$ cat config.mk
export PLATFORM = sky130hd
export DESIGN_NAME = gauss_sched
export DESIGN_NICKNAME = d
export VERILOG_FILES = /design/src/rtl/gauss_sched.sv
export SDC_FILE = /design/constraint.sdc
export NUM_CORES = 1
export LEC_CHECK = 0
export CAP_MARGIN = 10
export CORE_MARGIN = 1
export CORE_UTILIZATION = 48
export CTS_CLUSTER_SIZE = 28
export DETAILED_ROUTE_END_ITERATION = 6
export MAX_ROUTING_LAYER = met4
export PLACE_DENSITY = 0.77
export RECOVER_POWER = 100
export SLEW_MARGIN = 20
export SYNTH_ARGS = -nofsm -noshare
export SYNTH_HDL_FRONTEND = slang
export SYNTH_SLANG_ARGS = --single-unit
$ cat constraint.sdc
create_clock -name clk -period 1.7 [get_ports clk]
set_clock_uncertainty 0.1 [all_clocks]
set_input_delay 0.34 -clock clk [delete_from_list [all_inputs] [get_ports clk]]
set_output_delay 0.34 -clock clk [all_outputs]
set_load 0.01 [all_outputs]
$ cat src/rtl/gauss_sched.sv
// Window scheduler for the Gaussian stage: walks an OUT_DIM x OUT_DIM tile one 3x3 window at
// a time, gates the filter for GAUSS_LAT cycles per window, then hands the tile to Sobel.
module gauss_sched #(
    parameter int unsigned OUT_DIM   = 6,
    parameter int unsigned GAUSS_LAT = 2
) (
    input  logic       clk,
    input  logic       n_rst,
    input  logic       start,
    input  logic       abort,
    input  logic       win_ready,
    input  logic       sobel_ack,
    output logic       win_req,
    output logic [2:0] win_row,
    output logic [2:0] win_col,
    output logic       win_buf_full,
    output logic       sobel_en,
    output logic [5:0] win_count,
    output logic       busy
);

    localparam int unsigned     LatW    = (GAUSS_LAT > 1) ? $clog2(GAUSS_LAT) : 1;
    localparam logic [2:0]      LastIdx = 3'(OUT_DIM - 1);
    localparam logic [LatW-1:0] LatLoad = LatW'(GAUSS_LAT - 1);

    typedef enum logic [2:0] {
        StIdle,
        StReq,
        StWait,
        StCompute,
        StAdvance,
        StHandoff
    } state_e;

    state_e          state_q, state_d;
    logic [2:0]      row_q, row_d;
    logic [2:0]      col_q, col_d;
    logic [5:0]      cnt_q, cnt_d;
    logic [LatW-1:0] lat_q, lat_d;

    always_ff @(posedge clk or negedge n_rst) begin
        if (!n_rst) begin
            state_q <= StIdle;
            row_q   <= '0;
            col_q   <= '0;
            cnt_q   <= '0;
            lat_q   <= '0;
        end else begin
            state_q <= state_d;
            row_q   <= row_d;
            col_q   <= col_d;
            cnt_q   <= cnt_d;
            lat_q   <= lat_d;
        end
    end

    always_comb begin
        state_d = state_q;
        row_d   = row_q;
        col_d   = col_q;
        cnt_d   = cnt_q;
        lat_d   = lat_q;
        // Abort overrides everything, including a simultaneous start; progress counters are kept.
        if (abort) begin
            state_d = StIdle;
        end else begin
            case (state_q)
                StIdle: begin
                    if (start) begin
                        row_d   = '0;
                        col_d   = '0;
                        cnt_d   = '0;
                        state_d = StReq;
                    end
                end
                StReq: state_d = StWait;
                StWait: begin
                    if (win_ready) begin
                        lat_d   = LatLoad;
                        state_d = StCompute;
                    end
                end
                StCompute: begin
                    if (lat_q == '0) begin
                        state_d = StAdvance;
                    end else begin
                        lat_d = lat_q - LatW'(1);
                    end
                end
                StAdvance: begin
                    cnt_d = cnt_q + 6'd1;
                    if (col_q == LastIdx) begin
                        if (row_q == LastIdx) begin
                            // Final window: coordinates stay on the last position.
                            state_d = StHandoff;
                        end else begin
                            col_d   = '0;
                            row_d   = row_q + 3'd1;
                            state_d = StReq;
                        end
                    end else begin
                        col_d   = col_q + 3'd1;
                        state_d = StReq;
                    end
                end
                StHandoff: begin
                    if (sobel_ack) begin
                        state_d = StIdle;
                    end
                end
                default: state_d = StIdle;
            endcase
        end
    end

    assign win_req      = (state_q == StReq);
    assign win_buf_full = (state_q == StCompute);
    assign sobel_en     = (state_q == StHandoff);
    assign busy         = (state_q != StIdle);
    assign win_row      = row_q;
    assign win_col      = col_q;
    assign win_count    = cnt_q;

endmodule
Yosys cells after proc, flatten, opt, wreduce, memory -nomap -nowiden

Cells that the tools add are included.

$add $sub $neg: 4
Equal/unequal tests: 16
Mux-type cells: 20
Bitwise gates (word level): 1
Reductions and logical operators: 9

Operators with widths:

| kind                                           | count |
|---|---|
| 2-to-1 mux 3 bit                               | 12 |
| one-hot mux 3 bit (6 select lines)             | 1 |
| != test 3 bit (second input constant)          | 5 |
| == test 3 bit (second input constant)          | 4 |
| one-hot mux 3 bit (2 select lines)             | 2 |
| one-hot mux 6 bit (2 select lines)             | 1 |
| != test 2 bit (second input constant)          | 4 |
| AND reduction 4 bit                            | 2 |
| adder 3 x 1 -> 3 bit (second input constant)   | 2 |
| adder 6 x 1 -> 6 bit (second input constant)   | 1 |
| == test 3 x 2 -> 1 bit (second input constant) | 2 |
| 2-to-1 mux 6 bit                               | 1 |
| AND reduction 3 bit                            | 2 |
| AND reduction 5 bit                            | 1 |
| nonzero test 2 bit                             | 2 |
| == test 3 x 1 -> 1 bit (second input constant) | 1 |
| logical NOT 3 bit                              | 1 |
| nonzero test 3 bit                             | 1 |
| 2-to-1 mux 1 bit                               | 2 |
| one-hot mux 1 bit (2 select lines)             | 1 |
| NOT 1 bit                                      | 1 |
| subtractor 1 bit (second input constant)       | 1 |

Bits in registers: 16
Input bits: 6
Output and inout port bits: 16
Logic and storage cells: 55

Logic depth before layout (Yosys ltp)

Gate-level depths: netlist (run 1).

Depth in word-level cells: 5
Mapped depth: 5
Gate-level depth less buffers: 5

Least setup slack after synthesis (run 1)

Ideal clock, no wire load.

Path type: register to output
Start: reg state_q[0]
End: out win_req
Arrival time: 1072 ps
Required time: 1260 ps
Path slack: 188 ps
Stages on the path, launching flop included: 4
Buffers on the path: 1
Cell sequence: dfrtp_1 -> clkbuf_1 -> nor2b_1 -> nor2b_1

Cells in the longest elaborated chain, start to end: 1

RTL lines:

| element                | line | text |
|---|---|---|
| from (decl)            | 35   | `state_e state_q, state_d;` |
| from (signal assigned) | 43   | `state_q <= StIdle;` |
| from (signal assigned) | 49   | `state_q <= state_d;` |
| == test 3 x 1 -> 1 bit | 116  | `assign win_req = (state_q == StReq);` |
| to (decl)              | 13   | `output logic win_req,` |

Every way passes these cells.

Worst setup path in the final report (run 1)

Start: reg state_q[2]
End: out busy

Cells in the longest elaborated chain, start to end: 1

RTL lines:

| element            | line | text |
|---|---|---|
| nonzero test 3 bit | 119  | `assign busy = (state_q != StIdle);` |
| to (decl)          | 19   | `output logic busy` |

Every way passes these cells.

==> qor.yml, run 1 <==
vias_per_cell: 5.79
maxCapViolCount: 0
yosysSeqAreaShare_pct: 42.0
grt_pass1_wl_um: 3950
rsz0062_at_grt: "true"
htree_levels: 1
post_synth.cell_area_avg_sq_um: 9.35
vdd_ir_drop_max_v: 0.000352
crit_fanout: 3
num_rows: 15
min_period_ns: 1.69
numCtsBuffers: 3
die_w_um: 46.6
place.gp.congestion: 0.867
grt_pass1_vias: 896
hold_violations: 0
fmax_mhz: 593
p_total_w: 0.000862
syn-instance-count: 102
final_layout_size_suffix_gt1_share_pct: 31.2
layout_worst_path_cycle_share_pct: 99.1
syn_nets: 111
clk_path_buf_depth: 2
cts_tree: "built"
die_h_um: 46.6
ys.flop_type: "dfrtp_1"
netlist_area_sq_um: 953
setup.worst_path.start: "state_q[2]"
wl_um: 2670
power_density_nw_per_um2: 581
n_fill_cell: 117
post_drt_wl_per_cell_um: 14.9
startpoint_type: "flip-flop"
root_buffer: "clkbuf_4"
cp_data_arrival_time_ns: 1.25
async_reset_ff_share_pct: 100
wl_met3_um: 139
antenna_found_initial: 0
dr.pass1.iters: 4
maxSlewViolCount: 0
worst_slew_pin_slew_ns: 0.861
synth.distinct_cells: 35
core_area_sq_um: 1800
routed.top_layer: "met4"
crit_path_end_kind: "output pin"
dr.first_iter.drc_count: 24
route.met2.wl_um: 1320
grt_max_degree: 17
reg2reg_from: "state_q[0]"
hp-class: "reg2reg"
io_pins: 22
reg2reg_slack_ns: 0.05
vias: 1036
crit_type: "reg2out"
grtUsageTotal_pct: 26.5
area_delta_synth_final_pct: 55.8
worstReg2RegEnd: "win_col[1]"
io_buffers: 21
setup_viol: 0
grt.overflow.total: 0
ys_seq_elements: 16
p_leak_nw: 0.656
clk_latency_ns: 0.28
ant_nets: 0
post-route-drc-count: 0
status: "completed"
clock-sinks: 16
endpoint: "busy"
ys_warn_count: 0
die-area_sq_um: 2170
ctsHoldBuffers: 0
multiInputGateArea_sq_um: 551
synth-edff-count: 0
place_area_sq_um: 1310
cp_data_required_time_ns: 1.26
final_core_util_pct: 82.4
diodes: 0
final_cell_area_sq_um: 1490
start_util_pct: 52.9
ff_latch_area_sq_um: 404
wirelength_met1_um: 1190
r2r_cells: 5
nets: 164
timing.hold.ws_ns: 0.396
clk_pin_slew_ns: 0.10
setup_tns_ns: 0
max_slew_margin_pct: 42.6
dp_hpwl_um: 1650
[registers in the layout (all words and copies together), names as in the netlist]
signal / flops
state_q: 3
lat_q: 1
win_count: 6
win_col: 3
win_row: 3
[cell usage after synthesis (3+ instances only)]
library cell / count / share of area (%)
a211oi_1: 3 / 2.4
a21oi_1: 3 / 1.6
a31oi_1: 7 / 4.6
and2_1: 3 / 2.0
clkbuf_1: 4 / 1.6
dfrtp_1: 16 / 42
ha_1: 3 / 3.9
inv_1: 5 / 2.0
mux2i_1: 3 / 3.1
nand2_1: 7 / 2.8
nand3_1: 4 / 2.1
nor2b_1: 3 / 2.0
o211ai_1: 4 / 3.1
o21ai_0: 9 / 4.7
or3_1: 3 / 2.0
[power breakdown]
| part | leakage [nW] | switching, W | internal [W] |
|---|---|---|---|
| Clock | 0.0210 | 0.000120 | 0.000130 |
| Sequential | 0.214 | 0.0000161 | 0.000397 |
| Combinational | 0.421 | 0.0000967 | 0.000102 |
| Total | 0.656 | 0.000233 | 0.000629 |
[critical path: stages, from the launching register on]
cell	delay [ns]
dfrtp_1	0.41
buf_6	0.12
or3_1	0.29
buf_2	0.14
[cell usage in the layout (no fill, tap or decap), drive strengths merged, types with 4 or more instances in the layout]
cell type,count
nand3,4
inv,5
a31oi,7
o211ai,4
clkbuf,6
dfrtp,16
o21ai,9
nand2,7
clkdlybuf4s50,13
buf,34
[metal layers]
layer,track usage (%),vias up
met1,34.9,507
met4,7.06,0
met3,2.35,2
li1,-,488
met2,43.1,39
met5,-,-
[kinds of logic after synthesis]
group / count (synthesis) / share of synthesized area, %
and+or+nand+nor: 36 / 23.6
adders and majority gates: 3 / 3.94
DFF: 16 / 42.0
muxes: 3 / 3.15
AOI/OAI and AO/OA: 34 / 23.2
buffers and inverters: 10 / 4.07
[area by class of cell]
cell class              instances  area share (%)
flip-flops and latches         16            27.2
repair buffers                 53            29.9
clock buffers                   4            2.44
multi-input cells              76            37.1
well taps                      25            2.11
inverters                       5            1.26
[stage by stage]
step / instances / worst slack [ns]
2_1_floorplan: 102 / 0.188
3_3_place_gp: 161 / -0.0501
3_5_place_dp: 161 / -0.0808
4_1_cts: 177 / 0.000364
5_1_grt: 179 / -0.0353
6_report: 179 / 0.0149
[how the worst min path moves through the flow]
stage,from,endpoint,slack (ns),depth (start not counted)
after floorplan,n_rst,lat_q,-0.06,0
after global placement,win_count[5],win_count[5],0.38,1
after detailed placement,win_count[5],win_count[5],0.39,1
after CTS,n_rst,win_count[5],0.27,2
after global routing,win_count[5],win_count[5],0.42,1
final,win_count[5],win_count[5],0.40,1
[timing repair]
action	4_1_cts	5_1_grt
buffers inserted	13	2
resized for setup	23	11
endpoints found under the setup margin	16	13
pin swaps	3	2
Power figures use the tool's default switching activity.
==> run 2: changes to the inputs <==
--- a/config.mk
+++ b/config.mk
@@ -13,7 +13,6 @@
 export MAX_ROUTING_LAYER = met4
 export PLACE_DENSITY = 0.77
 export RECOVER_POWER = 100
-export SLEW_MARGIN = 20
 export SYNTH_ARGS = -nofsm -noshare
 export SYNTH_HDL_FRONTEND = slang
 export SYNTH_SLANG_ARGS = --single-unit
==> results of run 2 <==
Same layout as run 1: the final DEF is identical, and so are final timing and power.
==> run 3: changes to the inputs <==
--- a/config.mk
+++ b/config.mk
@@ -7,11 +7,11 @@
 export LEC_CHECK = 0
 export CAP_MARGIN = 10
 export CORE_MARGIN = 1
-export CORE_UTILIZATION = 48
-export CTS_CLUSTER_SIZE = 28
+export CORE_UTILIZATION = 41
+export CTS_CLUSTER_SIZE = 20
 export DETAILED_ROUTE_END_ITERATION = 6
 export MAX_ROUTING_LAYER = met4
-export PLACE_DENSITY = 0.77
+export PLACE_DENSITY = 0.68
 export RECOVER_POWER = 100
 export SYNTH_ARGS = -nofsm -noshare
 export SYNTH_HDL_FRONTEND = slang
==> qor.yml, run 3 (synthesis gave the netlist of run 1 again) <==
power_density_nw_per_um2: 564  # -2.8%
p_clk_share_pct: 30.4  # +1.4 points
layout_common_cells: "33 x buf_4, 13 x dfrtp_1, 11 x clkdlybuf4s50_1"
io_buffers: 21  # unchanged
internal-power_w: 0.000631  # +0.23%
largest_reg_flops: 6  # unchanged
violations: "negative setup slack"
ff_latch_area_sq_um: 404  # unchanged
crit_family: "simple AND/OR/NAND/NOR gates"
crit_path_end_kind: "flip-flop"
slowest_stage: "or4b_1"
numCtsBuffers: 3  # unchanged
dr.first_iter.drc_count: 38  # +58%
layout_worst_path_cycle_share_pct: 105  # +6.3 points
setup_viol: 8  # +8
stdcell_count: 189  # +5.6%
die_w_um: 50.2  # +7.8%
cp_data_arrival_time_ns: 1.90  # +0.65 ns
vias_per_cell: 5.76  # -0.45%
globalRouteMet1Util_pct: 30.8  # -4.1 points
grt_util_met2_pct: 36.0  # -7.1 points
final_layout_size_suffix_gt1_share_pct: 37.9  # +6.7 points
die_h_um: 50.2  # +7.8%
clock-sinks: 16  # unchanged
maxSlewViolCount: 0  # unchanged
cp_data_required_time_ns: 1.81  # +0.55 ns
num_rows: 17  # +2
worstReg2RegEnd: "win_count[4]"
wl_um: 3170  # +18%
area_delta_synth_final_pct: 64.4
reg2reg_slack_ns: -0.09  # -0.14 ns
diodes: 0  # unchanged
nets: 171  # +4.3%
hold_violations: 0  # unchanged
grtUsageTotal_pct: 23.3  # -3.2 points
vdd_ir_drop_max_v: 0.000324  # -8.1%
critical_path.max_stage_delay_ns: 0.49  # +0.08 ns
grt_pass1_vias: 981  # +9.5%
crit_type: "reg2reg"
worst_slew_pin_slew_ns: 0.972  # +0.111 ns
holdPathEnd: "win_count[5]"
post-route-drc-count: 0  # unchanged
final_common_cell: "buf_4"
crit_top_cell: "buf_6"
reg2reg_from: "state_q[1]"
grt_util_met3_pct: 3.64  # +1.3 points
clk_latency_ns: 0.30  # +0.02 ns
dr.pass1.iters: 4  # unchanged
clk_pin_slew_ns: 0.11  # about the same
cts_tree: "built"
vias: 1089  # +5.1%
crit_fanout: 3  # unchanged
combPwrFrac_pct: 23.4  # +0.3 points
start_util_pct: 43.1  # -9.8 points
final_core_util_pct: 70.9  # -12 points
setup_tns_ns: -0.327  # -0.327 ns
net-switching-power_w: 0.000254  # +8.9%
crit_path_cell_trace: "buf_6, buf_6, or2_1, or4b_1, o211ai_1"
multiInputGateArea_sq_um: 573  # +4.1%
core_area_sq_um: 2210  # +23%
r2r_cells: 5  # unchanged
place_inst: 163  # +1.2%
hold-path-cell-count: 1  # unchanged
clk_path_buf_depth: 2  # unchanged
setup_slack_ns: -0.0921  # -0.107 ns
hold_start: "win_count[5]"
die-area_sq_um: 2520  # +16%
io_pins: 22  # unchanged
seq_power_share_pct: 46.2  # -1.7 points
status: "finished with violations"
rsz0062_at_grt: "true"
ant_nets: 0  # unchanged
root_buffer: "clkbuf_4"
grt_max_degree: 17  # unchanged
grt.overflow.total: 0  # unchanged
crit_buf_inv: 2  # unchanged
startpoint_type: "flip-flop"
maxCapViolCount: 0  # unchanged
n_fill_cell: 170  # +45%
grt_pass1_wl_um: 4350  # +10%
min_period_ns: 1.79  # +0.107 ns
busiest_layer: "met2"
p_leak_nw: 0.700  # +6.7%
fmax_mhz: 558  # -6.0%
post_drt_wl_per_cell_um: 16.8  # +12%
p_sw_share_pct: 28.7  # +1.7 points
dp_hpwl_um: 1720  # +3.9%
htree_levels: 1  # unchanged
antenna_found_initial: 0  # unchanged
hp-class: "reg2reg"
place.gp.congestion: 0.875  # +0.88%
max_slew_margin_pct: 35.2  # -7.4 points
run 3: what timing repair did:
action / in CTS / in global routing
endpoints found under the setup margin: 14 / 21
pin swaps: 1 / 11
setup buffers: 13 / 9
hold buffers: 0 / 0
resized for setup: 26 / 17
run 3: power by group through the flow:
stage	sequential, W	clock [W]	combinational (W)
2_1_floorplan	0.000418	0	0.0000727
3_3_place_gp	0.000417	0	0.000160
3_5_place_dp	0.000418	0	0.000163
4_1_cts	0.000408	0.000273	0.000177
5_1_grt	0.000411	0.000286	0.000224
6_report	0.000409	0.000269	0.000207
run 3: metal layers:
layer  vias up  part of all wire (%)
li1        501                     -
met1       533                    42
met2        46                    50
met3         9                   4.6
met4         0                   2.9
met5         -                     0
run 3: final cells by class:
type | instances | area share [%]
flip-flops and latches | 16 | 25.8
clock buffers | 4 | 2.31
well taps | 28 | 2.23
repair buffers | 60 | 31.9
multi-input cells | 76 | 36.6
inverters | 5 | 1.20
run 3: through the flow:
| stage | power (W) | hold WS, ns | worst slack, ns | cell area (sq um) |
|---|---|---|---|---|
| 4_1_cts | 0.000858 | 0.255 | -0.0747 | 1450 |
| 2_1_floorplan | 0.000491 | -0.0556 | 0.188 | 953 |
| 3_3_place_gp | 0.000578 | 0.377 | -0.0596 | 1310 |
| 3_5_place_dp | 0.000581 | 0.380 | -0.111 | 1310 |
| 6_report | 0.000884 | 0.396 | -0.0921 | 1570 |
| 5_1_grt | 0.000921 | 0.413 | -0.150 | 1570 |
run 3: worst max-delay path by stage:
stage | from | endpoint | slack [ns] | cells past startpoint
2_1_floorplan | state_q[0] | win_req | 0.19 | 3
6_report | state_q[1] | win_count[4] | -0.09 | 5
3_3_place_gp | abort | win_count[3] | -0.06 | 5
5_1_grt | state_q[1] | win_count[4] | -0.15 | 5
4_1_cts | state_q[1] | busy | -0.07 | 3
3_5_place_dp | abort | win_count[3] | -0.11 | 5
